[config.mk]
export PLATFORM = sky130hd
export DESIGN_NAME = bcd_converter_seq
export DESIGN_NICKNAME = d
export VERILOG_FILES = /design/src/rtl/bcd_converter_seq.sv
export SDC_FILE = /design/constraint.sdc
export NUM_CORES = 1
export LEC_CHECK = 0
export BUFFER_PORTS_ARGS = -buffer_cell sky130_fd_sc_hd__buf_2
export CAP_MARGIN = 0
export CORE_ASPECT_RATIO = 0.6
export CORE_MARGIN = 3
export CORE_UTILIZATION = 35
export DETAILED_ROUTE_END_ITERATION = 10
export SLEW_MARGIN = 25
export SYNTH_ARGS = -nofsm -noshare
export SYNTH_HDL_FRONTEND = slang
export SYNTH_SLANG_ARGS = --single-unit
[constraint.sdc]
create_clock -name clock -period 2.6 [get_ports clock]
set_input_delay 0.26 -clock clock [delete_from_list [all_inputs] [get_ports clock]]
set_output_delay 0.26 -clock clock [all_outputs]
set_load 0.02 [all_outputs]
[src/rtl/bcd_converter_seq.sv]
// Sequential binary-to-BCD converter using shift-add-3, one operand bit per clock.
// Start/done handshake, optional two's-complement input, sticky digit overflow.

module bcd_dabble_cell (
  input  logic [3:0] din,
  input  logic       cin,
  output logic [3:0] dout,
  output logic       cout
);
  logic [3:0] adj;

  // Add 3 before the shift so a digit >=5 carries into the next digit once doubled.
  always_comb begin
    adj  = (din >= 4'd5) ? din + 4'd3 : din;
    dout = {adj[2:0], cin};
    cout = adj[3];
  end
endmodule

module bcd_converter_seq #(
  parameter int BIN_WIDTH = 16,
  parameter int DIGITS    = 5,
  parameter bit SIGNED    = 1'b0
) (
  input  logic                  clock,
  input  logic                  reset_n,
  input  logic                  start,
  input  logic [BIN_WIDTH-1:0]  binary,
  output logic                  busy,
  output logic                  done,
  output logic [4*DIGITS-1:0]   bcd,
  output logic                  negative,
  output logic                  overflow
);
  localparam int CW = $clog2(BIN_WIDTH + 1);

  typedef enum logic [1:0] {IDLE, CONVERT, FINISH} state_t;

  state_t                  state, state_nxt;
  logic [CW-1:0]           cnt;
  logic [BIN_WIDTH-1:0]    shreg, mag;
  logic [DIGITS-1:0][3:0]  scratch, scratch_nxt;
  logic [DIGITS:0]         carry;
  logic                    ovf_sticky, sign_q, neg_in, last;

  generate
    if (DIGITS < 1 || DIGITS > 10 || BIN_WIDTH < 2 || BIN_WIDTH > 32) begin : g_param_err
      $error("bcd_converter_seq: DIGITS must be 1..10 and BIN_WIDTH 2..32");
    end
  endgenerate

  // Magnitude is held unsigned, so the most negative operand negates to itself correctly.
  assign neg_in = SIGNED && binary[BIN_WIDTH-1];
  assign mag    = neg_in ? (~binary + 1'b1) : binary;
  assign last   = (cnt == CW'(1));

  assign carry[0] = shreg[BIN_WIDTH-1];

  generate
    for (genvar i = 0; i < DIGITS; i++) begin : g_digit
      bcd_dabble_cell u_cell (
        .din  (scratch[i]),
        .cin  (carry[i]),
        .dout (scratch_nxt[i]),
        .cout (carry[i+1])
      );
    end
  endgenerate

  always_ff @(posedge clock or negedge reset_n) begin
    if (!reset_n) state <= IDLE;
    else          state <= state_nxt;
  end

  always_comb begin
    state_nxt = state;
    unique case (state)
      IDLE:    if (start) state_nxt = CONVERT;
      CONVERT: if (last)  state_nxt = FINISH;
      FINISH:             state_nxt = IDLE;
      default:            state_nxt = IDLE;
    endcase
  end

  always_comb begin
    busy = (state != IDLE);
    done = (state == FINISH);
  end

  // Results are captured on the final iteration edge, i.e. on entry to FINISH.
  always_ff @(posedge clock or negedge reset_n) begin
    if (!reset_n) begin
      shreg      <= '0;
      scratch    <= '0;
      cnt        <= '0;
      ovf_sticky <= 1'b0;
      sign_q     <= 1'b0;
      bcd        <= '0;
      negative   <= 1'b0;
      overflow   <= 1'b0;
    end else begin
      case (state)
        IDLE: if (start) begin
          shreg      <= mag;
          scratch    <= '0;
          ovf_sticky <= 1'b0;
          sign_q     <= neg_in;
          cnt        <= CW'(BIN_WIDTH);
        end
        CONVERT: begin
          shreg      <= {shreg[BIN_WIDTH-2:0], 1'b0};
          scratch    <= scratch_nxt;
          ovf_sticky <= ovf_sticky | carry[DIGITS];
          cnt        <= cnt - CW'(1);
          if (last) begin
            bcd      <= scratch_nxt;
            negative <= sign_q;
            overflow <= ovf_sticky | carry[DIGITS];
          end
        end
        default: ;
      endcase
    end
  end
endmodule

### After elaboration in Yosys (flattened, before gate mapping)

Cells that the tools add are included.

| operators by class | value |
|---|---|
| add/sub/neg operators | 6 |
| order comparisons | 5 |
| eq/ne operators | 5 |
| muxes and demuxes | 16 |
| bitwise operators | 1 |
| reductions and logical operators | 6 |

Operators by type and width:

| operator | number |
|---|---|
| 20-bit one-hot mux with 2 select lines | 1 |
| 16-bit one-hot mux with 2 select lines | 1 |
| 4-bit by 2-bit adder with 4-bit output (second input constant) | 5 |
| 4-bit by 3-bit >= comparator with 1-bit output (second input constant) | 5 |
| 20-bit 2-to-1 mux | 1 |
| 4-bit 2-to-1 mux | 5 |
| 16-bit 2-to-1 mux | 1 |
| 5-bit one-hot mux with 2 select lines | 1 |
| 2-bit AND reduction | 3 |
| 5-bit by 1-bit equality test with 1-bit output (second input constant) | 1 |
| 5-bit 2-to-1 mux | 1 |
| 5-bit by 1-bit subtractor with 5-bit output (second input constant) | 1 |
| 2-bit 2-to-1 mux | 2 |
| 2-bit != test (second input constant) | 2 |
| 2-bit one-hot mux with 2 select lines | 1 |
| 2-bit nonzero test | 2 |
| 2-bit by 1-bit equality test with 1-bit output (second input constant) | 1 |
| 2-bit equality test (second input constant) | 1 |
| 2-bit logical NOT | 1 |
| 1-bit one-hot mux with 2 select lines | 1 |
| 1-bit 2-to-1 mux | 1 |
| 1-bit OR | 1 |

| storage, ports and cells | value |
|---|---|
| flip-flop bits (word level) | 65 |
| input bits | 19 |
| output and inout port bits | 24 |
| logic and storage cells | 50 |

### Depth between registers and ports, before layout

Gate-level depths: netlist (run 1).

| depth | value |
|---|---|
| word-level depth | 4 |
| gate-level depth with buffers | 7 |

### Modules after synthesis

From an unflattened synthesis (run 1), not the netlist that was laid out.

| second synthesis, totals | value |
|---|---|
| cells, all modules | 290 |
| area total of the unflattened synthesis | 3243.1 µm² |

By module, submodules not included:

| module | times used | cells an instance | area an instance (µm²) | sequential area each (µm²) |
|---|---|---|---|---|
| bcd_converter_seq | 1 | 205 | 2698.8 | 1626.6 |
| bcd_dabble_cell | 5 | 17 | 108.9 | 0.0 |

### Worst setup path after synthesis (run 1)

OpenSTA, ideal clock, no wires.

| timing | value |
|---|---|
| kind | reg2reg |
| start point | register scratch[12] in the netlist's numbering |
| end point | register scratch[14] in the netlist's numbering |
| setup time | 83 ps |
| data arrival time | 1423 ps |
| data required time | 2517 ps |
| slack | 1094 ps |
| cell stages (with the launch flop) | 7 |
| clock period less this slack | 1506 ps |
| cells stage by stage | dfrtp_1 inv_1 ha_1 nand2b_1 a21oi_1 mux2_2 o21ai_0 |

| between the ends | value |
|---|---|
| word-level cells in the longest chain between the ends | 3 |
| elaborated cells between the ends (all ways) | 4 |

Ends and longest elaborated chain:

| element | line | source |
|---|---|---|
| from (decl) | 42 | `logic [DIGITS-1:0][3:0] scratch, scratch_nxt;` |
| from (signal assigned) | 112 | `scratch <= scratch_nxt;` |
| 4-bit by 2-bit adder with 4-bit output or 4-bit by 3-bit >= comparator with 1-bit output (tied branches) | 14 | `adj = (din >= 4'd5) ? din + 4'd3 : din;` |
| 4-bit 2-to-1 mux * | 14 |  |
| 20-bit one-hot mux with 2 select lines * | 102 | `case (state)` |

Mark *: on every way between the ends. The rest lies on a longest branch, timed or not.
A chain may end at the register's enable or synchronous reset.

### Worst setup path after layout (run 1)

| timing | value |
|---|---|
| start point | register state[1] |
| end point | output busy |

| between the ends | value |
|---|---|
| word-level cells in the longest chain between the ends | 1 |

Ends and longest elaborated chain:

| element | line | source |
|---|---|---|
| from (decl) | 39 | `state_t state, state_nxt;` |
| from (signal assigned) | 72 | `else state <= state_nxt;` |
| 2-bit nonzero test | 86 | `busy = (state != IDLE);` |
| to (decl) | 29 | `output logic busy,` |

Every way passes these cells.

==> results of run 1 <==
## placed cells by master (no fill, tap or decap)
cell type / instances
buf_2: 41
clkbuf_8: 2
nand3_2: 1
clkinv_2: 3
clkbuf_16: 9
nor4b_2: 1
xnor2_1: 6
nor2_1: 7
a31oi_1: 2
a2bb2oi_1: 1
and3b_1: 15
ha_1: 12
nand2_2: 1
dlygate4sd3_1: 1
a21oi_1: 28
nand2_1: 66
mux2_2: 5
buf_4: 9
a32o_1: 1
inv_1: 13
conb_1: 1
or4_4: 1
o21ai_0: 43
o21ai_1: 18
o21bai_2: 1
or3b_2: 2
nand3_1: 1
dfrtp_1: 65
a22o_1: 3
bufinv_16: 1
clkbuf_1: 1
nor4b_4: 1
nand2b_1: 6
nor2b_1: 2
nor3b_1: 8
o21ai_2: 1
## flip-flops by register name, summed over array words and instances (netlist names)
signal      count
scratch        20
overflow        1
bcd            20
ovf_sticky      1
shreg          16
cnt             5
state           2
## kinds of logic (layout without fill, tap and decap cells)
kind of cell / Yosys count / after routing / synth area share, %
DFF: 65 / 65 / 51.3
other: 1 / 1 / 0.118
adders and majority gates: 12 / 12 / 4.73
buffers and inverters: 31 / 80 / 4.93
muxes: 5 / 5 / 1.77
and+or+nand+nor: 112 / 112 / 19.0
AOI/OAI and AO/OA: 98 / 98 / 16.5
xor gates and xnor gates: 6 / 6 / 1.66
## stage by stage
| step | hold WS, ps | cells | power, W | util [%] |
|---|---|---|---|---|
| after floorplan | -35.6 | 330 | 0.00313 | - |
| after global placement | 345 | 475 | 0.00362 | 40.3 |
| after detailed placement | 338 | 475 | 0.00368 | 40.3 |
| after CTS | 185 | 491 | 0.00490 | 43.8 |
| after global routing | 191 | 491 | 0.00523 | 43.8 |
| final | 191 | 491 | 0.00484 | 43.8 |
## area by class of cell
type,instances,area [um2]
Clock buffer,12,256
Sequential cell,65,1630
Fill cell,833,4860
Timing Repair Buffer,51,283
Tap cell,112,140
Clock inverter,3,40.0
Multi-Input combinational cell,234,1390
Inverter,14,53.8
## worst max-delay path: stages, from the launching register on
cell,delay [ps]
dfrtp_1,520
buf_4,260
nor2_1,190
inv_1,50
buf_2,150
## metal layers
layer	GRT usage, %	up-vias	wire length (um)
met5	0	-	0
met4	3.88	0	63
met3	4.61	9	286
met2	21.1	33	2870
met1	19.5	1145	3490
li1	-	1210	-
## power by group through the flow
stage / clock network (W) / logic [W] / registers, W
after global routing: 0.00126 / 0.00213 / 0.00184
after floorplan: 0 / 0.00122 / 0.00191
after detailed placement: 0 / 0.00189 / 0.00179
after global placement: 0 / 0.00184 / 0.00178
after CTS: 0.00122 / 0.00190 / 0.00178
final: 0.00119 / 0.00187 / 0.00178
## worst paths after layout
kind / to / slack (ps)
max: busy / 830
min in group asynchronous: shreg[14] / 520
max reg2reg: bcd[4] / 890
max in group asynchronous: bcd[11] / 1340
min: shreg[0] / 190
min reg2reg: bcd[2] / 480
==> out/results.txt, run 1 <==
CTS tree: yes
antenna-violating nets left: 0
crit-path max FO: 14
DIE AREA: 10300 um2
Reg power frac: 36.7%
RSZ-0062 raised after global routing: false
hold buffers post-CTS: 1
Yosys warning count: 0
1st-pass router iterations: 4
Vias: 2397
clock slew at reported path FFs: 50 ps
initial antenna violation count: 0
DP Wirelength: 4.77 mm
nets: 406
critical hold path startpoint: binary[0]
Congestion Overflow GR: 0
Setup TNS: 0 ps
R2R depth: 7
Max clock buf depth: 2
post_cts resized: 0
core area: 8650 um2
Setup CP Type: reg2out
Net Count, Synth: 361
GR Util All Layers: 14.1%
number of post-CTS setup repair buffers: 0
Critical path origin: state[1]
max-slew violation count: 0
setup violators final: 0
port bufs: 41
prevailing post-synth register cell: dfrtp_1
syn_area_per_cell: 9.62 um2
cell internal pwr: 0.00300 W
post-synth top area share: 51.3%
clock latency on the worst-skew pair: 330 ps
Cells after Synth: 330
DP Worst Slack: 816 ps
synthesized cell area: 3170 um2
Setup crit start kind: flip-flop
Synth area leader: dfrtp_1
Final GP Congestion: 0.764
global-route wire length before repair: 11.5 mm
Req. time, crit path: 2340 ps
post-route cell area: 3790 um2
CTS sink cnt: 65
min-delay worst type: in2reg
Placed Area: 3480 um2
clock power share: 24.6%
f_max: 566 MHz
Power Density: 1280 nW/um2
Psw: 0.00184 W
antenna diode count: 0
register bit total from synthesis: 65
EDFF count, synth: 0
synthesis-to-layout area growth: 19.4%
Post-route DRC: 0
Vias per Instance: 4.88
most common cell in the synthesized netlist: nand2_1
proportion of layout cells with a drive suffix above 1: 20.8%
die width: 129 um
maxcap violations: 0
num ports: 43
wirelength, routed: 6.71 mm
Initial DRC Count: 139
Netlist cell types: 33
Slew HR: 55.3%
asr flop ratio synth: 100%
num rows: 26
switch share: 38.1%
Final min period: 1770 ps
Num CTS Buffers: 9
Tcrit/Tclk final: 68.0%
Hold Path Depth: 2
Root Buffer: clkbuf_16
Chip Height: 79.8 um
Final Hold Vio Count: 0
origin of the critical flop-to-flop path: cnt[1]
Arr. time, crit path: 1510 ps
largest net degree at the start of global routing: 31
status: completed
Starting Density: 36.7%
vias in the first global route: 2412
Comb pwr share: 38.7%
most instantiated cells after synthesis: 66 x nand2_1, 65 x dfrtp_1, 43 x o21ai_0, 28 x a21oi_1, 18 x o21ai_1
sequential area share after synthesis: 51.3%
Routed WL per cell: 13.7 um
Lkg Pwr: 1.80 nW
H-tree depth: 3
Worst setup EP type: output port
measured slew at the worst slew-check pin: 670 ps
Synth area leaders: dfrtp_1 51%, nand2_1 7.8%, o21ai_0 6.8%
setup skew after layout: 6.05 ps
peak supply drop: 465 uV
post-route setup slack: 832 ps
(Power assumes the default switching activity.)
==> run 2: changes to the inputs <==
Settings changed: ABC_AREA from default to 1.
Clock period 2.6 ns to 1.5 ns, I/O delays scaled along.
==> run 2 against run 1 <==
Final area increased by 1.5%. Count of clock-buffer cells in the layout unchanged. Combinational power increased by 100%. Largest cell class unchanged.
==> out/results.txt, run 2 <==
Power Density: 2270 nW/um2
biggest regs: bcd x20, scratch x20, shreg x16
DP Wirelength: 4.80 mm
Synth area leader: dfrtp_1
number of post-CTS setup repair buffers: 0
CTS tree: yes
clock latency on the worst-skew pair: 330 ps
Initial DRC Count: 248
Slowest Stage Delay on Critical Path: 440 ps
H-tree depth: 3
Final Hold Vio Count: 0
core area: 8620 um2
port bufs: 41
Cells after Synth: 387
setup violators final: 0
Net Count, Synth: 418
Synth area leaders: dfrtp_1 52%, nand2_1 18%, nand3_1 8.6%
Setup TNS: 0 ps
Max clock buf depth: 2
most instantiated cells after synthesis: 152 x nand2_1, 65 x dfrtp_1, 54 x nand3_1, 33 x inv_1, 22 x o21ai_0
Worst setup EP type: flip-flop
setup skew after layout: 3.76 ps
most frequent cells in the layout: 151 x nand2_1, 64 x dfrtp_1, 53 x nand3_1
min-delay worst type: in2reg
Netlist cell types: 22
max-slew violation count: 0
crit-path max FO: 6
clock slew at reported path FFs: 50 ps
Arr. time, crit path: 1640 ps
Congestion Overflow GR: 0
Vias per Instance: 4.70
maxcap violations: 0
Routed WL per cell: 12.5 um
EDFF count, synth: 0
die width: 128 um
total power: 0.00872 W
Starting Density: 36.5%
Root Buffer: clkbuf_16
CTS sink cnt: 65
Setup crit start kind: flip-flop
Post-route DRC: 0
Req. time, crit path: 1770 ps
synthesis-to-layout area growth: 22.2%
post-synth top area share: 51.7%
num ports: 43
Vias: 2607
most common cell after layout, fill and taps aside: nand2_1
proportion of layout cells with a drive suffix above 1: 17.6%
asr flop ratio synth: 100%
status: completed
Num CTS Buffers: 9
global-route wire length before repair: 12.0 mm
Critical Path, Cell by Cell: inv_1, ha_1, inv_1, o21ai_1, nand2_1, nand2_1, nand3_1, nand2_1
largest net degree at the start of global routing: 44
initial antenna violation count: 0
nets: 472
slowest CP cell: dfrtp_2
wirelength, routed: 6.93 mm
DIE AREA: 10200 um2
GR Util All Layers: 15.0%
synthesized cell area: 3150 um2
Tcrit/Tclk final: 91.2%
Final min period: 1370 ps
WHS: 21.9 ps
Lkg Pwr: 2.04 nW
most common cell in the synthesized netlist: nand2_1
1st-pass router iterations: 4
syn_area_per_cell: 8.13 um2
register bit total from synthesis: 65
Top cell by count, worst path: nand2_1
Chip Height: 79.4 um
Yosys warning count: 0
prevailing post-synth register cell: dfrtp_1
Setup CP Type: reg2reg
num rows: 26
Final GP Congestion: 0.826
antenna diode count: 0
f_max: 731 MHz
peak supply drop: 649 uV
antenna-violating nets left: 0
vias in the first global route: 2556
sequential area share after synthesis: 51.7%
==> run 2: final cells by class <==
| type | instances | area, um2 |
|---|---|---|
| fill | 851 | 4770 |
| sequential | 65 | 1630 |
| multi-input combinational | 273 | 1320 |
| timing repair buffer | 54 | 359 |
| clock buffer | 12 | 246 |
| inverter | 38 | 145 |
| tap | 112 | 140 |
| clock inverter | 1 | 5.00 |
==> run 2: final timing paths <==
kind	from	depth (start not counted)	endpoint	slack [ps]
min in group asynchronous	reset_n	2	scratch[5]	200
min	binary[0]	3	shreg[0]	20
max reg2reg	scratch[4]	8	scratch[6]	130
max in group asynchronous	reset_n	3	scratch[4]	810
max	scratch[4]	8	scratch[6]	130
min reg2reg	bcd[13]	2	bcd[13]	470
==> run 2: report_power, final <==
group	internal, W	switching [W]
Sequential	0.00257	0.000534
Combinational	0.00136	0.00242
Clock	0.00113	0.000698
==> run 2: per-stage QoR <==
stage | setup slack (ps) | cells | util [%] | cell area [um2]
after floorplan | 111 | 387 | - | 3150
after global placement | 57.7 | 541 | 41.3 | 3560
after detailed placement | -7.77 | 541 | 41.3 | 3560
after CTS | 3.19 | 555 | 44.4 | 3830
after global routing | -2.23 | 555 | 44.6 | 3850
final | 131 | 555 | 44.6 | 3850
==> run 2: per-layer routing <==
metal	GRT usage, %	vias up	wire length, um
met1	21.0	1176	3630
met5	0	-	0
met4	5.40	0	103
met2	21.5	71	2800
met3	5.28	15	398
li1	-	1345	-
==> run 2: logic make-up (layout without fill, tap and decap cells) <==
logic type,count (synthesis),after routing,share of synthesized area (%)
other,1,1,0.119
adders and majority gates,12,12,4.77
AOI/OAI and AO/OA,44,44,7.59
buffers and inverters,49,105,6.76
and+or+nand+nor,216,216,29.1
DFF,65,65,51.7
==> run 2: repair_timing <==
item	CTS	global route
pin swaps	0	1
endpoints found under the hold margin	65	0
hold buffers	1	0
resized for setup	1	11
endpoints found under the setup margin	1	33
==> run 2: critical path, delay by kind of cell (launching register included) <==
family	cells	cell delay, ps
adders and majority gates	1	150
and+or+nand+nor	4	370
AOI/OAI and AO/OA	1	200
DFF	1	440
buffers and inverters	2	150
